===== config.mk =====
export PLATFORM = sky130hd
export DESIGN_NAME = sr_latch_driver
export DESIGN_NICKNAME = d
export VERILOG_FILES = /design/src/rtl/sr_drv_pkg.sv /design/src/rtl/sr_latch_driver.sv
export SDC_FILE = /design/constraint.sdc
export NUM_CORES = 1
export LEC_CHECK = 0
export CAP_MARGIN = 25
export CORE_MARGIN = 2
export CORE_UTILIZATION = 52
export CTS_CLUSTER_DIAMETER = 40
export DETAILED_ROUTE_END_ITERATION = 7
export GPL_ROUTABILITY_DRIVEN = 0
export PLACE_DENSITY_LB_ADDON = 0.15
export SYNTH_ARGS = -nofsm -noshare
export SYNTH_HDL_FRONTEND = slang
export SYNTH_SLANG_ARGS = --single-unit

===== constraint.sdc =====
create_clock -name clk -period 1.9 [get_ports clk]
set_clock_uncertainty 0.05 [all_clocks]
set_input_delay 0.19 -clock clk [delete_from_list [all_inputs] [get_ports clk]]
set_output_delay 0.19 -clock clk [all_outputs]
set_load 0.01 [all_outputs]

===== src/rtl/sr_drv_pkg.sv =====
// Shared types and constants for the SR latch command driver.
// Imported by the driver top and its bench.
package sr_drv_pkg;

  typedef enum logic [1:0] {
    IDLE  = 2'd0,
    PULSE = 2'd1,
    GAP   = 2'd2
  } state_t;

  localparam logic CMD_SET = 1'b1;
  localparam logic CMD_RST = 1'b0;

  localparam int CNT_W = 8;

endpackage


===== src/rtl/sr_latch_driver.sv =====
// Turns handshaked set/reset requests into timed s/r/e pulses for one
// gated SR latch, never driving s=r=1, and tracks the latch in q_model.
module sr_latch_driver
  import sr_drv_pkg::*;
#(
  parameter int PULSE_W = 2,
  parameter int GAP_W   = 1
) (
  input  logic clk,
  input  logic rst,
  input  logic req_valid,
  output logic req_ready,
  input  logic req_val,
  input  logic req_force,
  output logic s,
  output logic r,
  output logic e,
  output logic q_model,
  output logic busy,
  output logic done
);

  if (PULSE_W < 1 || PULSE_W > 255) begin : g_bad_pulse
    $fatal(1, "sr_latch_driver: PULSE_W must be 1..255");
  end
  if (GAP_W < 0 || GAP_W > 255) begin : g_bad_gap
    $fatal(1, "sr_latch_driver: GAP_W must be 0..255");
  end

  localparam logic [CNT_W-1:0] PULSE_LD = CNT_W'(PULSE_W - 1);
  localparam logic [CNT_W-1:0] GAP_LD =
    (GAP_W > 0) ? CNT_W'(GAP_W - 1) : '0;
  localparam logic [CNT_W-1:0] ONE = CNT_W'(1);

  state_t           state;
  state_t           state_n;
  logic [CNT_W-1:0] cnt;
  logic [CNT_W-1:0] cnt_n;
  logic             cmd;
  logic             cmd_n;
  logic             q_n;
  logic             done_n;
  logic             s_n;
  logic             r_n;
  logic             e_n;
  logic             busy_n;
  logic             accept;
  logic             pulse_req;

  assign req_ready = (state == IDLE) && !rst;
  assign accept    = req_valid && req_ready;
  // A request matching the modelled state is skipped unless forced.
  assign pulse_req = req_force || (req_val != q_model);

  always_ff @(posedge clk) begin
    if (rst) begin
      state   <= IDLE;
      cnt     <= '0;
      cmd     <= CMD_RST;
      q_model <= 1'b0;
      done    <= 1'b0;
      s       <= 1'b0;
      r       <= 1'b0;
      e       <= 1'b0;
      busy    <= 1'b0;
    end else begin
      state   <= state_n;
      cnt     <= cnt_n;
      cmd     <= cmd_n;
      q_model <= q_n;
      done    <= done_n;
      s       <= s_n;
      r       <= r_n;
      e       <= e_n;
      busy    <= busy_n;
    end
  end

  always_comb begin
    state_n = state;
    cnt_n   = cnt;
    cmd_n   = cmd;
    q_n     = q_model;
    done_n  = 1'b0;
    unique case (state)
      IDLE: begin
        if (accept) begin
          if (pulse_req) begin
            state_n = PULSE;
            cnt_n   = PULSE_LD;
            cmd_n   = req_val;
          end else begin
            done_n = 1'b1;
          end
        end
      end
      PULSE: begin
        if (cnt == '0) begin
          q_n    = cmd;
          done_n = 1'b1;
          if (GAP_W == 0) begin
            state_n = IDLE;
            cnt_n   = '0;
          end else begin
            state_n = GAP;
            cnt_n   = GAP_LD;
          end
        end else begin
          cnt_n = cnt - ONE;
        end
      end
      GAP: begin
        if (cnt == '0) begin
          state_n = IDLE;
        end else begin
          cnt_n = cnt - ONE;
        end
      end
      default: begin
        state_n = IDLE;
        cnt_n   = '0;
      end
    endcase
  end

  // Outputs are registered from the next state, so s and r can never
  // overlap and always sit inside the e window.
  always_comb begin
    e_n    = (state_n == PULSE);
    s_n    = e_n && (cmd_n == CMD_SET);
    r_n    = e_n && (cmd_n == CMD_RST);
    busy_n = (state_n != IDLE);
  end

endmodule


==> flow_summary.yaml, run 1 <==
status:
  outcome: "finished, final reports clean"
cts:
  cts_made_buffers: 3
  htree_levels: 1
  cts_tree: "yes"
  root_buffer: "clkbuf_4"
  cts_buffer_depth: 2
  clock_sinks: 17
  clk_pin_slew_ns: 0.11
  postCtsHoldBufs: 0
  worstSkewPairLatency_ns: 0.31
grt:
  grt_pass1_vias: 975
  grtUsageTotal: 0.269
  grt_pass1_wl_um: 4260
  antenna_found_initial: 0
  grt_max_degree: 14
  grt_overflow_total: 0
finish:
  nFillCells: 162
  fin_util: 0.724
  antenna_cells: 0
  register_area_um2: 342
  area_delta_synth_final_pct: 27.6
  final_cells: 167
  nNetsFinal: 150
  multi_input_area_um2: 644
  drive_gt1_frac: 0.239
routing:
  vias: 1026
  avgRoutedWirePerCell_um: 16.6
  viasPerCell: 6.14
  ant_nets: 0
  totalWireLength_um: 2770
  firstDrtPassIters: 4
  drc_errors: 0
  drt_iter0_drc: 26
setup_path:
  cp-end-kind: "flip-flop"
  critPathLaunchType: "flip-flop"
  crit_path_max_fanout: 5
  criticalPathCategory: "reg -> reg"
  cp_data_required_time_ns: 2.10
  crit_arrival_ns: 2.03
pwr:
  peakVddDrop_mv: 1.26
  cellPowerDensity_nw_per_um2: 1950
  p_leak_uw: 0.000524
  power_uw: 2520
sta:
  worst_pin_slew_ns: 0.640
  setup_viol: 0
  fin_crit_sh: 0.962
  finalMaxSlewViolations: 0
  max_freq_mhz: 547
  hold_viol: 0
  fin_ws_ns: 0.0720
  relSlewSlack: 0.570
  fin_crit_ns: 1.83
logic_synthesis:
  yosysUniqueCellTypes: 39
  synthAdderAreaFrac: 0.0248
  yosysSeqAreaShare: 0.337
  netlist_area_um2: 1010
  yosys_warnings: 0
  synthMuxAreaShare: 0.0396
  synth_top_family_by_area: "compound AO/OA/AOI/OAI gates"
  synth_fp_nets: 123
  synth.avg_cell_area_um2: 8.72
  synth-seq-cells: 17
  synthCells: 116
  synth-compound-area-share: 0.295
  synthSimpleGateAreaFrac: 0.243
  synth_xor_area_frac: 0.0173
floorplanning:
  dieWidth_um: 48.1
  rows: 15
  pin_count: 12
  die_h_um: 48.1
  dieArea_um2: 2310
  coreArea_um2: 1780
  initial_core_util: 0.567
placement:
  io_buffers: 11
  hpwl_um: 1990
  dpl.cell_count: 160
  place_ws_ns: 0.00169
job:
  max_cap_violations: 0
worst_hold_path:
  hp-class: "reg -> reg"
==> flip-flops by register name, indices dropped and copies added, names as in the netlist <==
signal,cells
state,2
cnt,8
busy,1
r,1
q_model,1
done,1
s,1
cmd,1
e,1
==> layout make-up <==
cell class	count	area share
clock buffers	3	0.0175
repair buffers	26	0.173
flip-flops and latches	17	0.265
clock inverters	1	0.00388
inverters	6	0.0175
multi-input cells	89	0.500
well taps	25	0.0242
==> final timing paths <==
path | end | depth (start not counted) | slack (ns) | from
worst max-delay path | cnt[4]$_SDFFE_PP0P_ | 7 | 0.07 | cnt[0]$_SDFFE_PP0P_
worst min-delay path | cnt[1]$_SDFFE_PP0P_ | 2 | 0.44 | cnt[1]$_SDFFE_PP0P_
worst max register to register | cnt[4]$_SDFFE_PP0P_ | 7 | 0.07 | cnt[0]$_SDFFE_PP0P_
worst min register to register | cnt[1]$_SDFFE_PP0P_ | 2 | 0.44 | cnt[1]$_SDFFE_PP0P_
==> power breakdown <==
group          total (uW)  switching [uW]  internal, uW
combinational        1680             923           755
clock                 209             130          78.7
sequential            630             146           485
total                2520            1200          1320
==> worst max-delay path: stages, from the launching register on <==
cell and delay, ns:
dfxtp_2 0.34, inv_1 0.05, buf_4 0.14, ha_1 0.22, nor2b_2 0.19, nor3b_1 0.16, or3b_2 0.49, a21oi_2 0.13
==> Yosys cell counts <==
cell       instances  share of area
a211oi_1           1         0.0074
a211oi_2           1          0.012
a21o_1             1         0.0074
a21o_4             1          0.015
a21oi_1            9          0.045
a22oi_1            1         0.0074
a311oi_1           1         0.0087
a311oi_2           1          0.015
a31o_2             1         0.0087
a31oi_1            3          0.019
and3_1             1         0.0062
buf_6              1          0.011
clkbuf_1           3          0.011
dfxtp_1           17           0.34
ha_1               2          0.025
inv_1              5          0.019
inv_2              1         0.0037
mux2i_1            4          0.040
nand2_1            5          0.019
nand2b_1           1         0.0062
nand3_1            9          0.045
nand3b_1           2          0.015
nand4_1            3          0.019
nor2_1            11          0.041
nor2b_1            4          0.025
nor3_1             2         0.0099
nor3b_1            1         0.0074
nor3b_2            1          0.012
nor4_4             1          0.021
o2111a_1           1          0.011
o2111ai_1          3          0.026
o211a_1            2          0.020
o211ai_1           4          0.030
o211ai_4           1          0.021
o21a_1             2          0.015
o21ai_0            4          0.020
o21bai_1           1         0.0074
or3b_2             2          0.017
xor2_1             2          0.017
==> per-layer routing <==
layer | track usage | wire length, um | vias up
met3 | 0.0407 | 150 | 13
met4 | 0.189 | 111 | 0
met5 | 0 | 0 | -
met2 | 0.427 | 1290 | 47
met1 | 0.333 | 1220 | 478
li1 | - | - | 488
==> metrics by stage <==
| step | hold WS, ns | TNS [ns] | area [um^2] |
|---|---|---|---|
| 3_3_place_gp | 0.411 | 0 | 1220 |
| 5_1_grt | 0.466 | -0.00454 | 1290 |
| 3_5_place_dp | 0.424 | 0 | 1220 |
| 2_1_floorplan | 0.284 | 0 | 1010 |
| 6_report | 0.435 | 0 | 1290 |
| 4_1_cts | 0.437 | 0 | 1250 |
==> repair_timing <==
| action | CTS | global route |
|---|---|---|
| endpoints found under the setup margin | 0 | 6 |
| setup buffers | 0 | 3 |
| gates resized for setup | 0 | 6 |
==> kinds of logic after synthesis <==
kind of cell / count (synthesis)
and+or+nand+nor: 43
AOI/OAI and AO/OA: 38
DFF: 17
buffers and inverters: 10
muxes: 4
xor gates and xnor gates: 2
adders and majority gates: 2
==> cells in the final DEF, fill, tap and decap left out, types with 2 or more instances in the layout <==
cell type,synthesis,layout
mux2i_1,4,4
nand3_1,9,9
inv_2,1,2
o21a_1,2,2
nor2b_1,4,3
or3b_2,2,2
clkdlybuf4s50_1,0,11
clkbuf_4,0,3
o211a_1,2,2
o211ai_1,4,4
xor2_1,2,2
ha_1,2,2
nor3_1,2,2
inv_1,5,4
o2111ai_1,3,3
nor2_1,11,11
buf_4,0,15
nand4_1,3,3
nand3b_1,2,2
o21ai_0,4,4
nand2_1,5,5
a21oi_1,9,8
a31oi_1,3,3
dfxtp_1,17,16
Note: power is estimated with default switching activity, not from simulation.
==> run 2, diff against run 1 <==
Settings changed: CORE_UTILIZATION 52 to 50, CTS_BUF_LIST set to sky130_fd_sc_hd__clkbuf_16.
==> flow_summary.yaml, run 2 (same netlist as run 1, synthesis figures left out) <==
status:
  outcome: "finished, final reports clean"
routing:
  firstDrtPassIters: 4
  vias: 1029
  avgRoutedWirePerCell_um: 16.1
  drc_errors: 0
  ant_nets: 0
  totalWireLength_um: 2700
  viasPerCell: 6.13
  drt_iter0_drc: 43
cts:
  clk_pin_slew_ns: 0.05
  htree_levels: 1
  cts_made_buffers: 3
  postCtsHoldBufs: 0
  clock_sinks: 17
  cts_buffer_depth: 2
  worstSkewPairLatency_ns: 0.25
  cts_tree: "yes"
  root_buffer: "clkbuf_16"
grt:
  grtUsageTotal: 0.246
  grt_overflow_total: 0
  antenna_found_initial: 0
  grt_pass1_vias: 948
  grt_max_degree: 11
  grt_pass1_wl_um: 4550
setup_path:
  r2r_setup_slack_ns: 0.09
  slowest_stage: "dfxtp_1"
  cp_data_required_time_ns: 1.66
  crit_family: "buffers and inverters"
  cp_num_buf_inv: 2
  reg2reg_depth: 7
  cp-end-kind: "output port"
  crit_chain: "inv_2 -> nand2_1 -> nor2_1 -> clkdlybuf4s50_1"
  critPathMaxStageDelay_ns: 0.53
  critPathLaunchType: "flip-flop"
  criticalPathCategory: "reg -> out"
  crit_arrival_ns: 1.60
  regToRegStartpoint: "cnt[1]$_SDFFE_PP0P_"
  cp-startpoint: "state[1]$_SDFF_PP0_"
  r2r_end: "cnt[3]$_SDFFE_PP0P_"
  crit_path_max_fanout: 7
job:
  max_cap_violations: 0
floorplanning:
  dieWidth_um: 49.0
  pin_count: 12
  coreArea_um2: 1940
  rows: 16
  initial_core_util: 0.521
  die_h_um: 49.0
  dieArea_um2: 2400
worst_hold_path:
  hp-class: "reg -> reg"
  min_path_cells: 2
  min_from: "cnt[1]$_SDFFE_PP0P_"
  hold_end: "cnt[1]$_SDFFE_PP0P_"
pwr:
  peakVddDrop_mv: 1.30
  p_int_uw: 1470
  swShare: 0.447
  p_leak_uw: 0.000541
  power_uw: 2660
  cellPowerDensity_nw_per_um2: 2010
  power_switching_uw: 1190
  power_frac_seq: 0.242
  comb_power_share: 0.600
  clockPowerShare: 0.158
finish:
  drive_gt1_frac: 0.206
  fin_util: 0.682
  regMostFlops: "cnt"
  final_cell_mix: "dfxtp_1, buf_4, nor2_1, clkdlybuf4s50_1"
  antenna_cells: 0
  reg_top3: "cnt (8), state (2)"
  nNetsFinal: 149
  largest_register_ffs: 8
  area_delta_synth_final_pct: 31.1
  final_cells: 168
  nFillCells: 160
  layout_commonest_cell: "dfxtp_1"
sta:
  setup_viol: 0
  relSlewSlack: 0.575
  max_freq_mhz: 542
  fin_crit_ns: 1.84
  worst_pin_slew_ns: 0.633
  hold_viol: 0
  fin_crit_sh: 0.970
  finalMaxSlewViolations: 0
  hold_ws_ns: 0.432
  fin_tns_setup_ns: 0
placement:
  hpwl_um: 1890
  io_buffers: 11
  dpl.cell_count: 163
[run 2: worst max-delay path by stage]
stage               slack [ns]  depth (start not counted)                  end
floorplan                 0.26                          6  cnt[3]$_SDFFE_PP0P_
detailed placement        0.03                          5  cnt[1]$_SDFFE_PP0P_
finish                    0.06                          4            req_ready
CTS                       0.08                          4            req_ready
global placement          0.05                          5  cnt[1]$_SDFFE_PP0P_
global route            -0.003                          7  cnt[3]$_SDFFE_PP0P_
[run 2: cell type report]
type | count | area, um^2 | area share
clock buffer | 3 | 75.1 | 0.0567
clock inverter | 1 | 3.75 | 0.00283
inverter | 6 | 22.5 | 0.0170
multi-input combinational | 89 | 633 | 0.478
sequential | 17 | 342 | 0.258
tap | 27 | 33.8 | 0.0255
timing repair buffer | 25 | 215 | 0.162
[run 2: routing by layer]
metal  up-vias  wire length, um  share of wire  GRT usage
met3        14              185          0.069     0.0521
met5         -                0              0          0
met1       479             1180           0.44      0.326
met2        48             1240           0.46      0.386
li1        488                -              -          -
met4         0               87          0.032      0.110
[run 2: what timing repair did]
| action | CTS | global route |
|---|---|---|
| endpoints found under the setup margin | 1 | 2 |
| pin swaps | 0 | 2 |
| gates resized for setup | 2 | 1 |
| setup buffers | 0 | 1 |
[run 2: stage by stage]
| stage | area [um^2] | setup WS, ns |
|---|---|---|
| after floorplan | 1010 | 0.261 |
| after global placement | 1230 | 0.0496 |
| after detailed placement | 1230 | 0.0252 |
| after CTS | 1320 | 0.0751 |
| after global routing | 1330 | -0.00328 |
| final | 1330 | 0.0561 |
[run 2: worst reg2reg max path, cell delays in order (launching register included)]
cell and delay, ns:
dfxtp_2 0.34, inv_1 0.06, ha_1 0.20, nor3b_2 0.16, buf_4 0.17, a211oi_4 0.35, o21bai_1 0.14, a311oi_2 0.26
[run 2: power by group through the flow]
stage	logic [uW]	registers [uW]	clock network, uW
after detailed placement	1480	638	0
after global placement	1460	633	0
final	1600	645	421
after CTS	1550	639	423
after floorplan	1030	596	0
after global routing	1730	661	442
